===== src/rtl/rv_mem_pkg.sv =====
`default_nettype none
// ============================================================
// Package : rv_mem_pkg
// Brief   : loader state encoding and data-memory store sizes
// Rev     : 1.0
// ============================================================
package rv_mem_pkg;

    localparam int DEF_DATA_W = 32;
    localparam int DEF_ADDR_W = 32;

    // Store-size codes shared with data_mem and riscv_cpu
    localparam logic [1:0] ST_BYTE = 2'b00;
    localparam logic [1:0] ST_HALF = 2'b01;
    localparam logic [1:0] ST_WORD = 2'b10;

    typedef enum logic [1:0] {
        HOLD    = 2'd0,
        LOAD    = 2'd1,
        RELEASE = 2'd2,
        RUN     = 2'd3
    } ld_state_e;

endpackage
`default_nettype wire


===== src/rtl/ld_write_stage.sv =====
`default_nettype none
// ============================================================
// Module : ld_write_stage
// Brief  : one-entry pending write with address stepper and beat counter
// Rev    : 1.0
// ============================================================
module ld_write_stage #(
    parameter int DATA_W = 32,
    parameter int ADDR_W = 32,
    parameter int LEN_W  = 8,
    parameter int STRIDE = 4
) (
    input  logic              clk,
    input  logic              reset,
    input  logic              start,
    input  logic [ADDR_W-1:0] base,
    input  logic              beat,
    input  logic [DATA_W-1:0] data,
    output logic [LEN_W-1:0]  count,
    output logic              pend_valid,
    output logic [ADDR_W-1:0] pend_adr,
    output logic [DATA_W-1:0] pend_wdata
);

    logic [ADDR_W-1:0] addr_q,       addr_d;
    logic [LEN_W-1:0]  count_q,      count_d;
    logic              pend_valid_q, pend_valid_d;
    logic [ADDR_W-1:0] pend_adr_q,   pend_adr_d;
    logic [DATA_W-1:0] pend_wdata_q, pend_wdata_d;

    always_comb begin
        addr_d       = addr_q;
        count_d      = count_q;
        pend_valid_d = beat;
        pend_adr_d   = pend_adr_q;
        pend_wdata_d = pend_wdata_q;
        if (start) begin
            addr_d  = base;
            count_d = '0;
        end else if (beat) begin
            pend_adr_d   = addr_q;
            pend_wdata_d = data;
            // Wraps modulo 2^ADDR_W by construction
            addr_d       = addr_q + ADDR_W'(STRIDE);
            count_d      = count_q + LEN_W'(1);
        end
    end

    always_ff @(posedge clk) begin
        if (!reset) begin
            addr_q       <= '0;
            count_q      <= '0;
            pend_valid_q <= 1'b0;
            pend_adr_q   <= '0;
            pend_wdata_q <= '0;
        end else begin
            addr_q       <= addr_d;
            count_q      <= count_d;
            pend_valid_q <= pend_valid_d;
            pend_adr_q   <= pend_adr_d;
            pend_wdata_q <= pend_wdata_d;
        end
    end

    assign count      = count_q;
    assign pend_valid = pend_valid_q;
    assign pend_adr   = pend_adr_q;
    assign pend_wdata = pend_wdata_q;

endmodule
`default_nettype wire


===== src/rtl/ext_mem_loader.sv =====
`default_nettype none
// ============================================================
// Module : ext_mem_loader
// Brief  : burst boot loader and data-memory write arbiter
// Rev    : 1.0
// ============================================================
module ext_mem_loader
    import rv_mem_pkg::*;
#(
    parameter int DATA_W    = DEF_DATA_W,
    parameter int ADDR_W    = DEF_ADDR_W,
    parameter int LEN_W     = 8,
    parameter int STRIDE    = 4,
    parameter int BOOT_HOLD = 1
) (
    input  logic              clk,
    input  logic              reset,
    input  logic              ld_start,
    input  logic [ADDR_W-1:0] ld_base,
    input  logic [LEN_W-1:0]  ld_len,
    input  logic              ld_valid,
    input  logic [DATA_W-1:0] ld_data,
    output logic              ld_ready,
    input  logic              cpu_memwrite,
    input  logic [ADDR_W-1:0] cpu_adr,
    input  logic [DATA_W-1:0] cpu_wdata,
    input  logic [1:0]        cpu_storesrc,
    output logic              mem_we,
    output logic [ADDR_W-1:0] mem_adr,
    output logic [DATA_W-1:0] mem_wdata,
    output logic [1:0]        mem_storesrc,
    output logic              cpu_hold,
    output logic              ld_busy,
    output logic              ld_done,
    output logic              ld_err,
    output logic [LEN_W-1:0]  ld_count
);

    localparam ld_state_e RESET_STATE = (BOOT_HOLD != 0) ? HOLD : RUN;

    ld_state_e         state_q, state_d;
    logic [LEN_W-1:0]  len_q,   len_d;
    logic              err_q,   err_d;

    logic              start_ok;
    logic              beat;
    logic [LEN_W-1:0]  count;
    logic              pend_valid;
    logic [ADDR_W-1:0] pend_adr;
    logic [DATA_W-1:0] pend_wdata;

    assign start_ok = ld_start && (state_q == HOLD || state_q == RUN);
    assign beat     = ld_valid && ld_ready;

    ld_write_stage #(
        .DATA_W (DATA_W),
        .ADDR_W (ADDR_W),
        .LEN_W  (LEN_W),
        .STRIDE (STRIDE)
    ) u_write_stage (
        .clk        (clk),
        .reset      (reset),
        .start      (start_ok),
        .base       (ld_base),
        .beat       (beat),
        .data       (ld_data),
        .count      (count),
        .pend_valid (pend_valid),
        .pend_adr   (pend_adr),
        .pend_wdata (pend_wdata)
    );

    always_ff @(posedge clk) begin
        if (!reset) begin
            state_q <= RESET_STATE;
            len_q   <= '0;
            err_q   <= 1'b0;
        end else begin
            state_q <= state_d;
            len_q   <= len_d;
            err_q   <= err_d;
        end
    end

    always_comb begin
        state_d = state_q;
        len_d   = len_q;
        err_d   = ld_start && (state_q == LOAD || state_q == RELEASE);
        if (start_ok) begin
            len_d = ld_len;
        end
        case (state_q)
            HOLD:    if (ld_start) state_d = LOAD;
            RUN:     if (ld_start) state_d = LOAD;
            // Leave on the final handshake so the last write lands in RELEASE
            LOAD:    if (count == len_q || (beat && (count + LEN_W'(1)) == len_q))
                         state_d = RELEASE;
            RELEASE: state_d = RUN;
            default: state_d = RESET_STATE;
        endcase
    end

    always_comb begin
        ld_ready     = (state_q == LOAD) && (count < len_q);
        ld_busy      = (state_q == LOAD);
        ld_done      = (state_q == RELEASE);
        ld_err       = err_q;
        ld_count     = count;
        cpu_hold     = (state_q != RUN);
        mem_we       = 1'b0;
        mem_adr      = pend_adr;
        mem_wdata    = pend_wdata;
        mem_storesrc = ST_WORD;
        case (state_q)
            RUN: begin
                mem_we       = cpu_memwrite;
                mem_adr      = cpu_adr;
                mem_wdata    = cpu_wdata;
                mem_storesrc = cpu_storesrc;
            end
            LOAD, RELEASE: mem_we = pend_valid;
            default:       mem_we = 1'b0;
        endcase
        // A pending beat must not reach memory in the cycle reset is asserted
        mem_we = mem_we && reset;
    end

endmodule
`default_nettype wire


===== config.mk =====
export PLATFORM = sky130hd
export DESIGN_NAME = ext_mem_loader
export DESIGN_NICKNAME = d
export VERILOG_FILES = /design/src/rtl/rv_mem_pkg.sv /design/src/rtl/ld_write_stage.sv /design/src/rtl/ext_mem_loader.sv
export SDC_FILE = /design/constraint.sdc
export NUM_CORES = 1
export LEC_CHECK = 0
export CORE_UTILIZATION = 41
export CTS_BUF_LIST = sky130_fd_sc_hd__clkbuf_16
export DETAILED_ROUTE_END_ITERATION = 10
export PLACE_DENSITY_LB_ADDON = 0.1
export SLEW_MARGIN = 15
export SYNTH_ARGS = -nofsm -noshare
export SYNTH_HDL_FRONTEND = slang
export SYNTH_SLANG_ARGS = --single-unit

===== constraint.sdc =====
create_clock -name clk -period 2.3 [get_ports clk]
set_input_delay 0.23 -clock clk [delete_from_list [all_inputs] [get_ports clk]]
set_output_delay 0.23 -clock clk [all_outputs]
set_load 0.1 [all_outputs]

==> results of run 1 <==
==> through the flow <==
step                utilization (%)  cells
floorplan                         -    753
global placement               66.2   1153
detailed placement             66.2   1153
CTS                            70.7   1189
global route                   73.1   1205
finish                         73.1   1205
==> final cells by class <==
cell class              instances  area share (%)
multi-input cells             566            36.0
well taps                     184            2.17
clock buffers                  17            4.02
clock inverters                12           0.721
inverters                      18           0.650
flip-flops and latches        116            22.3
repair buffers                292            34.2
==> worst min-delay path, cell delays in order <==
cell	delay, ns
clkdlybuf4s50_1	0.39
nand2_1	0.06
a21oi_1	0.05
==> where the power goes <==
part / total, µW / internal, µW / switching (µW)
Sequential: 2620 / 2320 / 300
Clock: 2310 / 1420 / 887
Combinational: 5630 / 2270 / 3360
Total: 10600 / 6010 / 4550
==> state kept, by name, summed over array words and instances (netlist names) <==
| register | cells |
|---|---|
| u_write_stage.pend_adr | 32 |
| len_q | 8 |
| u_write_stage.pend_valid | 1 |
| u_write_stage.pend_wdata | 32 |
| u_write_stage.addr_q | 32 |
| state_q | 2 |
| u_write_stage.count | 8 |
| ld_err | 1 |
==> per-layer routing <==
metal | vias up | wire length, µm
li1 | 3145 | -
met1 | 3125 | 8360
met2 | 266 | 10200
met3 | 36 | 1280
met4 | 0 | 407
met5 | - | 0
==> worst max-delay path by stage <==
stage,start,slack [ns],cells after the start,endpoint
after floorplan,u_write_stage.count[5],-0.34,8,u_write_stage.addr_q[23]
after global placement,len_q[5],-0.08,8,u_write_stage.addr_q[19]
after detailed placement,len_q[7],-0.17,8,u_write_stage.addr_q[23]
after CTS,u_write_stage.count[5],-0.15,7,u_write_stage.addr_q[19]
after global routing,len_q[5],-0.25,8,u_write_stage.addr_q[19]
final,u_write_stage.count[5],-0.17,7,u_write_stage.addr_q[23]
==> kinds of logic after synthesis <==
family | Yosys count
xor+xnor | 26
fa+ha+maj | 15
mux | 65
compound gates | 154
buf+inv | 71
simple gates | 306
flops | 116
==> synth_stat cells (2+ instances only) <==
cell       number  area share, %
a211oi_1       10            1.2
a21oi_1        88            7.3
a311o_1         2           0.33
a311oi_1        8            1.2
a31oi_1         6           0.62
and2_1          2           0.21
and3_1          9           0.93
and4_1          2           0.29
buf_1           4           0.25
buf_2           3           0.25
clkbuf_1       45            2.8
dfxtp_1       116             38
ha_1           15            3.1
inv_1          16           0.99
mux2_2         64             12
nand2_1       172             11
nand2b_1        3           0.31
nand3_1        23            1.9
nand3b_1        2           0.25
nand4_1        11            1.1
nor2_1         35            2.2
nor2b_1         2           0.21
nor3_1         11           0.91
nor4_1          8           0.83
nor4b_1         3           0.43
o2111ai_1       2           0.29
o21ai_0        18            1.5
o21ai_1         6           0.50
o31ai_1         7           0.87
or3_1           9           0.93
or4_1           5           0.62
xnor2_1        18            2.6
xor2_1          8            1.2
==> timing repair <==
item	4_1_cts	5_1_grt
hold buffers	0	0
buffers inserted	6	13
pin swaps	12	19
endpoints found under the setup margin	74	68
gates cloned	1	3
gates resized for setup	13	40
==> placed cells by master (no fill, tap or decap), types with 6 or more instances in the layout <==
cell             count
buf_12              76
nand3_1             22
inv_1               15
nor4_2               7
xnor2_1             18
dfxtp_1            102
a31oi_1              6
and3_1               9
nand4_1             11
ha_4                 9
o21ai_0             18
nor3_1               9
a211oi_1            10
or3_1                7
dfxtp_4              8
clkdlybuf4s50_1    142
xor2_1               8
mux2_2              64
a311oi_2             7
dfxtp_2              6
clkbuf_16           19
nor2_1              32
buf_4               62
a21oi_1             86
buf_6                6
nand2_1            172
==> reports/qor.yml, run 1 <==
grt:
  antenna_found_initial: 0
  grt_pass1_vias: 6175
  grt_use_met3_pct: 5.58
  grt-busiest-layer: "met2"
  overflow: 0
  grt_max_degree: 47
  globalRouteMet2Util_pct: 43.5
  use_met1_pct: 30.7
  track_usage_pct: 25.4
  grt_first_pass_wirelength_um: 30100
timing:
  maxSlewHeadroom_pct: 66.7
  setup_violations: 9
  worst_slack_ns: -0.166
  hold_viol: 0
  hold_slack_ns: 0.355
  rsz0062_at_grt: "true"
  worst_pin_slew_ns: 0.492
  fmax_ghz: 0.406
  final.min_clock_period_ns: 2.47
  final-max-slew-violation-count: 0
  fin_worst_skew_ns: 0.00910
  setup_tns_ns: -0.712
  finalCritPeriodShare_pct: 107
worst_setup_path:
  crit_family: "simple AND/OR/NAND/NOR gates"
  cp-start-kind: "flip-flop"
  crit_chain: "ha_4 > a21oi_4 > o2111ai_2 > or2_4 > or4_4 > or3_1 > a311oi_2"
  crit_slowest_cell: "or4_4"
  r2r_cells: 7
  cp-end-kind: "flip-flop"
  critPathBufInv: 0
  crit_arrival_ns: 2.79
  max_stage_delay_ns: 0.61
  worstPathRequired_ns: 2.62
  worst-path-max-fanout: 8
  r2r-start: "u_write_stage.count[5]"
  worst-setup-path-type: "reg -> reg"
  rrSetupSlack_ns: -0.17
  r2r_end: "u_write_stage.addr_q[23]"
min_path:
  min_path_cells: 3
  min_from: "ld_len[3]"
  holdPathEnd: "len_q[3]"
  hp-class: "in -> reg"
yosys:
  synthDistinctLibCells: 53
  synthFlopType: "dfxtp_1"
  synth_xor_area_share_pct: 3.77
  seq_area_frac_synth_pct: 38.4
  synth_mux_area_share_pct: 12.1
  synth_top_family_by_area: "simple AND/OR/NAND/NOR gates"
  synth-compound-area-share_pct: 14.7
  async_reset_ff_share_pct: 0
  ys_ff_latch: 116
  synth_area_per_cell_um2: 8.03
  synth_nets: 911
  synth_fa_ha_area_share_pct: 3.10
  synthSimpleGateAreaFrac_pct: 23.3
  synth_edf_count: 0
  yosys_warnings: 0
  synth.cell_area_mm2: 0.00604
  netlist_instances: 753
clock_tree:
  clock_tree.root_cell: "clkbuf_16"
  cts-buffers-inserted: 17
  htree_levels: 4
  clk_pin_slew_ns: 0.05
  cts_tree: "built"
  clk-insertion-delay-late_ns: 0.42
  cts_sinks: 116
  clockBufferDepth: 2
routing:
  first_pass_iters: 5
  drc_errors: 0
  ant_nets: 0
  vias: 6572
  drt_wl_total_um: 20200
  routedWlPerCell_um: 16.8
  initialDrtViolationCount: 544
  via_per_inst: 5.45
place:
  portBuffers: 222
  place_ws_ns: -0.168
  dp.final_hpwl_um: 13600
  gp_congestion: 0.857
  placed_cell_area_mm2: 0.00958
cells_and_area:
  area_growth_pct: 75.1
  stdcell_area_mm2: 0.0106
  finalNetCount: 1169
  seq_area_mm2: 0.00236
  drive_gt1_share_pct: 30.5
  multi_input_area_mm2: 0.00381
  fillers: 1067
  n_antenna_cell: 0
floorplanning:
  die_area_mm2: 0.0152
  core_area_mm2: 0.0145
  io_pins: 223
  die_width_um: 123
  die_y_um: 123
  row_count: 44
  initial_core_util_pct: 41.7
power_and_ir_drop:
  ir_worst_vdd_v: 0.000525
  p_per_area_mw_per_mm2: 998
  power_uw: 10600
  p_leak_uw: 0.00394
status:
  status: "finished, violations left"
  violations: "negative setup slack"
flow_run:
  maxCapViolCount: 0
No activity file was read; power rests on OpenSTA's default activity.
==> run 2: changes to the inputs <==
Settings changed: CORE_UTILIZATION 41 to 45, PLACE_DENSITY set to 0.86, PLACE_DENSITY_LB_ADDON 0.1 to unset.
Clock period 2.3 ns to 2.5 ns, I/O delays scaled along.
==> run 2 against run 1 <==
Against the previous run:
- the flow now finishes without violations
- utilization rose by 5.7 points
- non-clock buffer count fell by 27
- register-to-register slack gained 0.20 ns
- sequential share of layout area up 0.93 points
- routed wire length fell by 0.33%
- critical path depth is the same
- clock skew is 0.0032 ns lower
- worst hold slack better by 0.029 ns
- count of clock-buffer cells in the layout up 1
==> reports/qor.yml, run 2 (synthesized netlist as in run 1, its figures left out) <==
status:
  status: "complete, no violations"
worst_setup_path:
  r2r_end: "u_write_stage.addr_q[19]"
  cp-start-kind: "flip-flop"
  r2r_cells: 7
  crit_path_start: "u_write_stage.count[4]"
  crit_arrival_ns: 2.77
  r2r-start: "u_write_stage.count[4]"
  rrSetupSlack_ns: 0.04
  crit_end: "u_write_stage.addr_q[19]"
  worst-path-max-fanout: 9
  worstPathRequired_ns: 2.81
  cp-end-kind: "flip-flop"
  worst-setup-path-type: "reg -> reg"
cells_and_area:
  layout_common_cells: "nand2_1 (172), clkdlybuf4s50_1 (142), dfxtp_1 (103), a21oi_1 (85), buf_12 (76)"
  area_growth_pct: 67.9
  finalNetCount: 1142
  drive_gt1_share_pct: 25.5
  stdcell_count: 1169
  final_common_cell: "nand2_1"
  fillers: 857
clock_tree:
  cts_tree: "built"
  clock_tree.root_cell: "clkbuf_16"
  cts_sinks: 116
  clk-insertion-delay-late_ns: 0.41
  htree_levels: 4
  hold_buffers: 0
  clk_pin_slew_ns: 0.06
  clockBufferDepth: 2
  cts-buffers-inserted: 17
grt:
  grt_pass1_vias: 6615
  track_usage_pct: 29.3
  overflow: 0
  grt_max_degree: 68
  antenna_found_initial: 0
  grt_first_pass_wirelength_um: 32500
flow_run:
  maxCapViolCount: 0
power_and_ir_drop:
  p_leak_uw: 0.00378
  p_per_area_mw_per_mm2: 946
  ir_worst_vdd_v: 0.000472
timing:
  final.min_clock_period_ns: 2.46
  finalCritPeriodShare_pct: 98.6
  rsz0062_at_grt: "true"
  hold_slack_ns: 0.384
  fin_worst_skew_ns: 0.00590
  maxSlewHeadroom_pct: 72.5
  setup_violations: 0
  setup_tns_ns: 0
  fmax_ghz: 0.406
  hold_viol: 0
  worst_pin_slew_ns: 0.409
  final-max-slew-violation-count: 0
routing:
  vias: 6471
  drt_wl_total_um: 20200
  first_pass_iters: 5
  ant_nets: 0
  drc_errors: 0
  via_per_inst: 5.54
  routedWlPerCell_um: 17.2
  initialDrtViolationCount: 501
floorplanning:
  core_area_mm2: 0.0129
  die_y_um: 118
  io_pins: 223
  die_area_mm2: 0.0139
  row_count: 41
  die_width_um: 118
  initial_core_util_pct: 46.9
place:
  portBuffers: 222
  gp_congestion: 0.859
  dpl.cell_count: 1126
  dp.final_hpwl_um: 14200
min_path:
  min_path_cells: 3
  hp-class: "in -> reg"
[run 2: cell count changes in the layout (fill, tap and decap cells not counted), sizes merged]
cell	previous run	this run
bufbuf	1	0
bufinv	1	3
buf	147	123
clkinv	10	6
inv	19	22
clkbuf	19	18
diode	0	1
[run 2: final cells by class]
| type | count | area (µm²) | area share (%) |
|---|---|---|---|
| antenna | 1 | 2.50 | 0.0247 |
| multi-input combinational | 566 | 3610 | 35.6 |
| clock buffer | 18 | 450 | 4.44 |
| clock inverter | 13 | 139 | 1.37 |
| timing repair buffer | 265 | 3300 | 32.6 |
| tap | 172 | 215 | 2.12 |
| sequential | 116 | 2360 | 23.2 |
| inverter | 18 | 68.8 | 0.678 |
[run 2: repair_timing]
item | in CTS | in global routing
buffers inserted | 7 | 4
pin swaps | 10 | 9
gates resized for setup | 11 | 6
endpoints found under the setup margin | 1 | 6
[run 2: metal layers]
layer | share of wire (%) | vias to the layer above | GRT usage (%)
li1 | - | 3097 | -
met1 | 39 | 3034 | 32.3
met2 | 51 | 283 | 51.9
met3 | 6.7 | 57 | 7.56
met4 | 3.5 | 0 | 14.2
met5 | 0 | - | 0
[run 2: how the worst min path moves through the flow]
stage	start	end	slack [ns]
5_1_grt	ld_data[4]	u_write_stage.pend_wdata[4]	0.39
6_report	ld_data[29]	u_write_stage.pend_wdata[29]	0.38
4_1_cts	ld_data[29]	u_write_stage.pend_wdata[29]	0.37
2_1_floorplan	ld_data[0]	u_write_stage.pend_wdata[0]	0.39
3_3_place_gp	u_write_stage.pend_wdata[21]	u_write_stage.pend_wdata[21]	0.44
3_5_place_dp	u_write_stage.pend_adr[22]	u_write_stage.pend_adr[22]	0.44
[run 2: worst max-delay path, stage by stage (launching register included)]
cell	delay, ns
dfxtp_4	0.37
ha_2	0.20
a21oi_4	0.15
o2111ai_2	0.14
or2_4	0.26
or4_4	0.58
or3_4	0.37
a311oi_2	0.28
[run 2: power breakdown]
group | switching (µW) | leakage, µW | internal [µW]
logic | 2930 | 0.00253 | 1790
clock network | 830 | 0.000304 | 1600
registers | 315 | 0.000952 | 2130
[run 2: per-stage QoR]
stage                     total power, µW  setup slack (ns)  area, µm²  util, %
after detailed placement             7070            0.0345       9400     73.0
final                                9600            0.0351      10100     78.8
after CTS                            9570          -0.00752      10100     78.5
after global routing                 9960           -0.0313      10100     78.8
after global placement               6980             0.117       9400     73.0
after floorplan                      5340            -0.142       6160        -
